**config.mk**
```make
export PLATFORM = sky130hd
export DESIGN_NAME = l2_mem_arbiter
export DESIGN_NICKNAME = d
export VERILOG_FILES = /design/src/rtl/l2_mem_arbiter_pkg.sv /design/src/rtl/l2_mem_arbiter_arb_rr2.sv /design/src/rtl/l2_mem_arbiter.sv
export SDC_FILE = /design/constraint.sdc
export NUM_CORES = 1
export LEC_CHECK = 0
export ABC_CLOCK_PERIOD_IN_PS = 1900
export CORE_AREA = 2 2 334 336
export DETAILED_ROUTE_END_ITERATION = 7
export DIE_AREA = 0 0 336 338
export GPL_TIMING_DRIVEN = 0
export HOLD_SLACK_MARGIN = 0.05
export SYNTH_ARGS = -nofsm -noshare
export SYNTH_HDL_FRONTEND = slang
export SYNTH_SLANG_ARGS = --single-unit
```
**constraint.sdc**
```tcl
create_clock -name clk -period 1.9 [get_ports clk]
set_clock_uncertainty 0.2 [all_clocks]
set_input_delay 0.38 -clock clk [delete_from_list [all_inputs] [get_ports clk]]
set_output_delay 0.38 -clock clk [all_outputs]
set_load 0.1 [all_outputs]
```
**src/rtl/l2_mem_arbiter_pkg.sv**
```systemverilog
// Shared types and defaults for the L2 line-memory arbiter.
// Widths are shared with the L2 and the memory model.
package l2_mem_arbiter_pkg;

  localparam int DEF_ADDR_W = 28;
  localparam int DEF_DATA_W = 128;

  typedef enum logic [1:0] {
    IDLE   = 2'd0,
    BUSY_I = 2'd1,
    BUSY_D = 2'd2,
    DONE   = 2'd3
  } state_t;

  localparam logic SEL_I = 1'b0;
  localparam logic SEL_D = 1'b1;

endpackage

```
**src/rtl/l2_mem_arbiter_arb_rr2.sv**
```systemverilog
// Two-way grant selection with last-grant memory.
// ARB_D_PRIORITY_EN selects fixed D-first priority instead.
module arb_rr2
  import l2_mem_arbiter_pkg::*;
(
  input  logic clk,
  input  logic i_rst,
  input  logic i_req_i,
  input  logic i_req_d,
  input  logic i_take,
  output logic o_sel
);

`ifdef ARB_D_PRIORITY_EN
  logic w_unused;
  assign w_unused = ^{clk, i_rst, i_take, i_req_i};
  assign o_sel    = i_req_d ? SEL_D : SEL_I;
`else
  logic r_last;

  always_ff @(posedge clk) begin
    if (i_rst)
      r_last <= SEL_I;
    else if (i_take)
      r_last <= o_sel;
  end

  // On a tie the port that did not win last time goes first.
  always_comb begin
    o_sel = i_req_d ? SEL_D : SEL_I;
    if (i_req_i && i_req_d)
      o_sel = ~r_last;
  end
`endif

endmodule

```
**src/rtl/l2_mem_arbiter.sv**
```systemverilog
// Merges the L2 I-side and D-side line ports onto one memory port.
// Build option: ARB_D_PRIORITY_EN (fixed D-first arbitration).
module l2_mem_arbiter
  import l2_mem_arbiter_pkg::*;
#(
  parameter int ADDR_W = DEF_ADDR_W,
  parameter int DATA_W = DEF_DATA_W
) (
  input  logic              clk,
  input  logic              proc_reset,
  input  logic              memi_read,
  input  logic              memi_write,
  input  logic [ADDR_W-1:0] memi_addr,
  input  logic [DATA_W-1:0] memi_wdata,
  output logic [DATA_W-1:0] memi_rdata,
  output logic              memi_ready,
  input  logic              memd_read,
  input  logic              memd_write,
  input  logic [ADDR_W-1:0] memd_addr,
  input  logic [DATA_W-1:0] memd_wdata,
  output logic [DATA_W-1:0] memd_rdata,
  output logic              memd_ready,
  output logic              mem_read,
  output logic              mem_write,
  output logic [ADDR_W-1:0] mem_addr,
  output logic [DATA_W-1:0] mem_wdata,
  input  logic [DATA_W-1:0] mem_rdata,
  input  logic              mem_ready
);

  state_t              r_state;
  logic                r_mem_read;
  logic                r_mem_write;
  logic [ADDR_W-1:0]   r_mem_addr;
  logic [DATA_W-1:0]   r_mem_wdata;
  logic [DATA_W-1:0]   r_rdata_i;
  logic [DATA_W-1:0]   r_rdata_d;
  logic                r_ready_i;
  logic                r_ready_d;

  logic w_req_i;
  logic w_req_d;
  logic w_any;
  logic w_take;
  logic w_sel;

  assign w_req_i = memi_read | memi_write;
  assign w_req_d = memd_read | memd_write;
  assign w_any   = w_req_i | w_req_d;
  assign w_take  = (r_state == IDLE) && w_any;

  arb_rr2 u_arb (
    .clk     (clk),
    .i_rst   (proc_reset),
    .i_req_i (w_req_i),
    .i_req_d (w_req_d),
    .i_take  (w_take),
    .o_sel   (w_sel)
  );

  always_ff @(posedge clk) begin
    if (proc_reset) begin
      r_state     <= IDLE;
      r_mem_read  <= 1'b0;
      r_mem_write <= 1'b0;
      r_mem_addr  <= '0;
      r_mem_wdata <= '0;
      r_rdata_i   <= '0;
      r_rdata_d   <= '0;
      r_ready_i   <= 1'b0;
      r_ready_d   <= 1'b0;
    end else begin
      unique case (r_state)
        IDLE: begin
          if (w_any) begin
            // Write wins when an L2 port raises both strobes.
            if (w_sel == SEL_D) begin
              r_mem_write <= memd_write;
              r_mem_read  <= memd_read & ~memd_write;
              r_mem_addr  <= memd_addr;
              r_mem_wdata <= memd_wdata;
              r_state     <= BUSY_D;
            end else begin
              r_mem_write <= memi_write;
              r_mem_read  <= memi_read & ~memi_write;
              r_mem_addr  <= memi_addr;
              r_mem_wdata <= memi_wdata;
              r_state     <= BUSY_I;
            end
          end
        end
        BUSY_I, BUSY_D: begin
          if (mem_ready) begin
            if (r_mem_read) begin
              if (r_state == BUSY_I)
                r_rdata_i <= mem_rdata;
              else
                r_rdata_d <= mem_rdata;
            end
            r_mem_read  <= 1'b0;
            r_mem_write <= 1'b0;
            r_ready_i   <= (r_state == BUSY_I);
            r_ready_d   <= (r_state == BUSY_D);
            r_state     <= DONE;
          end
        end
        DONE: begin
          r_ready_i <= 1'b0;
          r_ready_d <= 1'b0;
          r_state   <= IDLE;
        end
      endcase
    end
  end

  assign mem_read   = r_mem_read;
  assign mem_write  = r_mem_write;
  assign mem_addr   = r_mem_addr;
  assign mem_wdata  = r_mem_wdata;
  assign memi_rdata = r_rdata_i;
  assign memd_rdata = r_rdata_d;
  assign memi_ready = r_ready_i;
  assign memd_ready = r_ready_d;

endmodule

```
---- After elaboration in Yosys (flattened, before gate mapping) ----
Index checks and enable logic that the tools add are counted.
storage, ports and cells
  register bits after elaboration ......... 419
  input bits .............................. 447
  output and inout port bits .............. 416
  word-level logic and storage cells ...... 55
cells by class
  equality and inequality tests ........... 5
  multiplexer cells ....................... 19
  bitwise gates (word level) .............. 9
  reduce and logical (&&, ||, !) cells .... 12
operators by type and width
  operator                                                                number
  128-bit two-way mux                                                     1
  28-bit two-way mux                                                      1
  1-bit two-way mux                                                       9
  1-bit one-hot mux with 2 select lines                                   4
  4-bit AND reduction                                                     2
  2-bit two-way mux                                                       3
  2-bit one-hot mux with 3 select lines                                   1
  2-bit AND reduction                                                     3
  2-bit equality test (second input constant)                             2
  2-bit inequality test (second input constant)                           2
  1-bit NOT                                                               4
  2-bit nonzero test                                                      2
  1-bit bitwise OR                                                        3
  3-bit AND reduction                                                     1
  1-bit bitwise AND                                                       2
  2-bit by 1-bit equality test with 1-bit output (second input constant)  1
  1-bit logical AND                                                       2
  2-bit logical NOT                                                       1
  2-bit OR reduction                                                      1

---- Longest topological paths before layout ----
  word-level depth ........................ 6
  gate-level depth with buffers ........... 8

---- Cells and area by module ----
A second synthesis with hierarchy kept.
unflattened totals
  cell total of the unflattened synthesis .. 1,859
  area, all modules ....................... 16,886.2 sq um
by module, submodules not included
  module          times used  cells each  area each (sq um)  sequential area each (sq um)
  l2_mem_arbiter  1           1,854       16,834.9           8,368.0
  arb_rr2         1           5           51.3               20.0

---- Worst setup path after synthesis ----
OpenSTA, ideal clock, no wires.
  path type ............................... flip-flop to flip-flop
  start point ............................. register r_mem_read, in the netlist mem_read
  end point ............................... register r_rdata_d[100], in the netlist memd_rdata[100]
  setup time .............................. 0.070 ns
  arrival ................................. 1.920 ns
  required time ........................... 1.630 ns
  slack ................................... -0.290 ns
  cell stages (with the launch flop) ...... 6
  path buffers ............................ 2
  cell sequence ........................... dfxtp_1 > and4b_1 > buf_2 > clkbuf_1 > nand2_1 > a21oi_1
on the way
  longest elaborated chain between the ends .. 1
ends and longest elaborated chain
  item                                  line                  RTL
  start, declared                       l2_mem_arbiter.sv:32  logic r_mem_read;
  start signal, assigned                l2_mem_arbiter.sv:79  r_mem_read <= memd_read & ~memd_write;
  start signal, assigned                l2_mem_arbiter.sv:85  r_mem_read <= memi_read & ~memi_write;
  4-bit AND reduction (no source line)  -
  end signal, assigned                  l2_mem_arbiter.sv:98  r_rdata_d <= mem_rdata;
  end, declared                         l2_mem_arbiter.sv:37  logic [DATA_W-1:0] r_rdata_d;
Every way passes these cells.
A chain may end at the register's enable or synchronous reset.

---- Final worst setup path ----
  start point ............................. register r_state[1]
  end point ............................... register r_rdata_d[97], in the netlist memd_rdata[97]
on the way
  longest elaborated chain between the ends .. 3
ends and longest elaborated chain
  item                                                                                   line                                        RTL
  start, declared                                                                        l2_mem_arbiter.sv:31                        state_t r_state;
  start signal, assigned                                                                 l2_mem_arbiter.sv:63                        r_state <= IDLE;
  start signal, assigned                                                                 l2_mem_arbiter.sv:82                        r_state <= BUSY_D;
  start signal, assigned                                                                 l2_mem_arbiter.sv:88                        r_state <= BUSY_I;
  2-bit by 1-bit equality test with 1-bit output or 2-bit equality test (tied branches)  l2_mem_arbiter.sv:73, l2_mem_arbiter.sv:95
  2-bit OR reduction or 1-bit NOT (tied branches)                                        -
  4-bit AND reduction (no source line) *                                                 -
Mark *: on every way between the ends. The rest lies on a longest branch, timed or not.

==> flow_summary.yaml <==
status:
  outcome: "complete, but fails checks"
  violations: "setup timing"
grt:
  grt_pass1_vias: 18050
  grt_use_total_pct: 16.37
  antenna_found_initial: 15
  grt_use_met1_pct: 21.51
  grt_pass1_wl_mm: 132.9
  top_usage_layer: "met2"
  grtUsageMet3_pct: 5.589
  grt_overflow_total: 0
  use_met2_pct: 25.04
  grt_max_degree: 15
setup_path:
  slowest_delay_ns: 0.36
  r2r-end: "memd_rdata[97]"
  cp_max_fo: 6
  crit_path_end_kind: "flip-flop"
  endpoint: "memd_rdata[97]"
  startpoint_type: "flip-flop"
  regToRegSetupSlack_ns: -0.03
  crit_start: "r_state[1]"
  r2r_cells: 8
  critPathSlowestCell: "dfxtp_2"
  r2r-start: "r_state[1]"
  path_delay_family: "buffers and inverters"
  path_depth: 8
  crit_chain: "inv_4, ha_4, and4b_4, buf_12, buf_16, clkbuf_16, nand2_4, a21oi_2"
  worstSetupPathType: "flip-flop to flip-flop"
  critPathBufInv: 4
  arrival_ns: 2.30
  required_ns: 2.26
placed_design:
  dp_hpwl_mm: 76.26
  placedCellCount: 4383
  place_worst_setup_slack_ns: -1.743
  io_buffers: 862
  gp_congestion: 0.9399
routing:
  drtAntennaViolNets: 0
  routed_via_density: 4.160
  wire_per_inst_um: 21.92
  drt_iter0_markers: 1291
  drcViolationCount: 0
  dr.pass1.iters: 5
  routed_wl_mm: 99.43
  vias: 18870
timing:
  finalCritPeriodShare_pct: 101.7
  finalMaxSlewViolations: 0
  setup_tns_ns: -0.3055
  tightest_slew_ns: 0.8494
  finalSetupViolCount: 24
  hold_viol: 0
  post-route-min-period_ns: 1.932
  maxSlewHeadroom_pct: 43.37
  fin_ws_ns: -0.03187
  rsz0062_at_grt: "true"
  clock.fmax_mhz: 517.6
synthesis:
  netlist_instances: 2033
  postSynthAreaPerCell_um2: 7.748
  synth_enable_flop_cells: 0
  ys.warnings.count: 0
  seq_area_frac_synth_pct: 53.25
  syn-cell-area_um2: 15750
  ys_ff_latch: 419
  synthArstFlopShare_pct: 0
  synth_flop_cell: "dfxtp_1"
  synthesis.nets: 2485
  ys_types: 30
clock_network:
  clock-sinks: 419
  clock-root-buffer: "clkbuf_16"
  htree_levels: 2
  cts_tree: "built"
  clk_latency_ns: 0.65
  clockBufferDepth: 3
  cts_buffers: 52
  clk_pin_slew_ns: 0.08
cells_and_area:
  area_growth_pct: 93.21
  fin_nets: 3455
  fin_cells: 4535
  drive_gt1_share_pct: 27.45
  fin_util_pct: 27.65
  fillers: 11840
die:
  die_w_um: 336
  die-area_um2: 113600
  core_um2: 110100
  io_pins: 863
  chipHeight_um: 338
  num_rows: 122
  start_util_pct: 14.31
power:
  p_per_area_nw_per_um2: 1593
  power.leakage_nw: 11.86
  peakVddDrop_v: 0.001266
  total_power_mw: 48.49
worst_hold_path:
  hold_start: "memd_wdata[90]"
  hold_path.class: "input pin to flip-flop"
run:
  drv_cap: 0
-- per-stage QoR --
stage	area (um^2)	hold WS (ns)
6_report	30430	0.1050
5_1_grt	30430	0.08429
4_1_cts	29570	0.05027
3_5_place_dp	26240	0.2456
3_3_place_gp	26240	0.2413
2_1_floorplan	15750	0.2942
-- synthesized netlist by cell type, drive strengths merged, types with 2 or more instances --
| cell | number | share of area (%) |
|---|---|---|
| o21ai | 162 | 5.1 |
| clkbuf | 66 | 1.6 |
| nor2b | 3 | 0.12 |
| inv | 5 | 0.12 |
| mux2i | 2 | 0.13 |
| a31oi | 157 | 6.2 |
| ha | 5 | 0.40 |
| a21oi | 261 | 8.3 |
| buf | 106 | 4.2 |
| nand2 | 829 | 20 |
| nor2 | 4 | 0.095 |
| dfxtp | 419 | 53 |
-- where the power goes --
part / switching [mW] / total (mW) / internal (mW) / leakage, nW
Combinational: 18.6 / 26.0 / 7.32 / 7.60
Sequential: 1.61 / 12.2 / 10.6 / 3.43
Clock: 4.37 / 10.3 / 5.93 / 0.829
-- what timing repair did --
| action | 4_1_cts | 5_1_grt |
|---|---|---|
| hold buffers | 20 | 2 |
| pin swaps | 11 | 67 |
| buffers inserted | 17 | 9 |
| setup endpoints to repair | 835 | 446 |
| resized for setup | 3060 | 271 |
| hold endpoints to repair | 18 | 1 |
| cloned | 12 | 5 |
-- sequential cells by signal (all words and copies together) (netlist names) --
signal	count
memd_ready	1
mem_write	1
mem_wdata	128
memd_rdata	128
r_state	2
mem_addr	28
u_arb.r_last	1
memi_ready	1
mem_read	1
memi_rdata	128
-- worst register-to-register path, cell delays in order (launching register included) --
cell       delay [ns]
dfxtp_2          0.36
inv_4            0.06
ha_4             0.28
and4b_4          0.30
buf_12           0.14
buf_16           0.16
clkbuf_16        0.18
nand2_4          0.05
a21oi_2          0.12
-- layer usage --
layer | share of wire (%) | wire, um
met2 | 44 | 43780
met3 | 10 | 9994
met1 | 43 | 42780
met4 | 2.9 | 2834
met5 | 0.036 | 36
-- cell usage in the layout (no fill, tap or decap), types with 2 or more instances in the layout --
| cell | netlist | layout |
|---|---|---|
| clkbuf_4 | 0 | 9 |
| nand2_2 | 0 | 18 |
| o21ai_0 | 46 | 46 |
| inv_4 | 0 | 2 |
| a21oi_2 | 0 | 57 |
| buf_2 | 70 | 22 |
| ha_1 | 5 | 3 |
| dlygate4sd3_1 | 0 | 22 |
| clkinvlp_4 | 0 | 2 |
| buf_8 | 0 | 34 |
| bufinv_16 | 0 | 4 |
| buf_16 | 0 | 7 |
| clkdlybuf4s50_1 | 0 | 443 |
| o21ai_1 | 116 | 113 |
| clkbuf_2 | 0 | 24 |
| dfxtp_2 | 0 | 32 |
| buf_4 | 16 | 173 |
| dfxtp_4 | 0 | 3 |
| a31oi_1 | 157 | 156 |
| o21ai_2 | 0 | 2 |
| buf_12 | 0 | 50 |
| inv_1 | 5 | 3 |
| dfxtp_1 | 419 | 384 |
| diode_2 | 0 | 5 |
| nor2b_1 | 3 | 2 |
| clkbuf_1 | 66 | 36 |
| nand2_1 | 829 | 775 |
| mux2i_1 | 2 | 2 |
| nor2_1 | 4 | 4 |
| buf_6 | 15 | 271 |
| clkinv_2 | 0 | 3 |
| ha_4 | 0 | 2 |
| nand2_4 | 0 | 35 |
| clkinv_4 | 0 | 2 |
| dlymetal6s2s_1 | 0 | 3 |
| clkbuf_16 | 0 | 59 |
| inv_6 | 0 | 4 |
| clkbuf_8 | 0 | 10 |
| a21oi_1 | 261 | 204 |
-- worst min path at each step --
stage               cells past startpoint             end
floorplan                               2      r_state[1]
global placement                        2  memi_rdata[45]
detailed placement                      2  memi_rdata[81]
CTS                                     3     mem_addr[8]
global route                            3    mem_wdata[6]
finish                                  3   mem_wdata[90]
-- cell families after synthesis --
family                   synth area share [%]
AO/OA/AOI/OAI                           19.95
AND/OR/NAND/NOR                         20.41
buffers and inverters                   5.870
adder cells (fa/ha/maj)                0.3972
flip-flops                              53.25
multiplexers                           0.1271
-- final cells by class --
type | instances | area [um^2] | area share (%)
Timing Repair Buffer | 921 | 9839 | 32.33
Sequential cell | 419 | 8439 | 27.73
Multi-Input combinational cell | 1437 | 7059 | 23.20
Tap cell | 1488 | 1862 | 6.118
Buffer | 167 | 1486 | 4.884
Clock buffer | 76 | 1471 | 4.835
Clock inverter | 17 | 239.0 | 0.7853
Inverter | 5 | 23.77 | 0.07812
Antenna cell | 5 | 12.51 | 0.04111
Note: power is estimated with default switching activity, not from simulation.
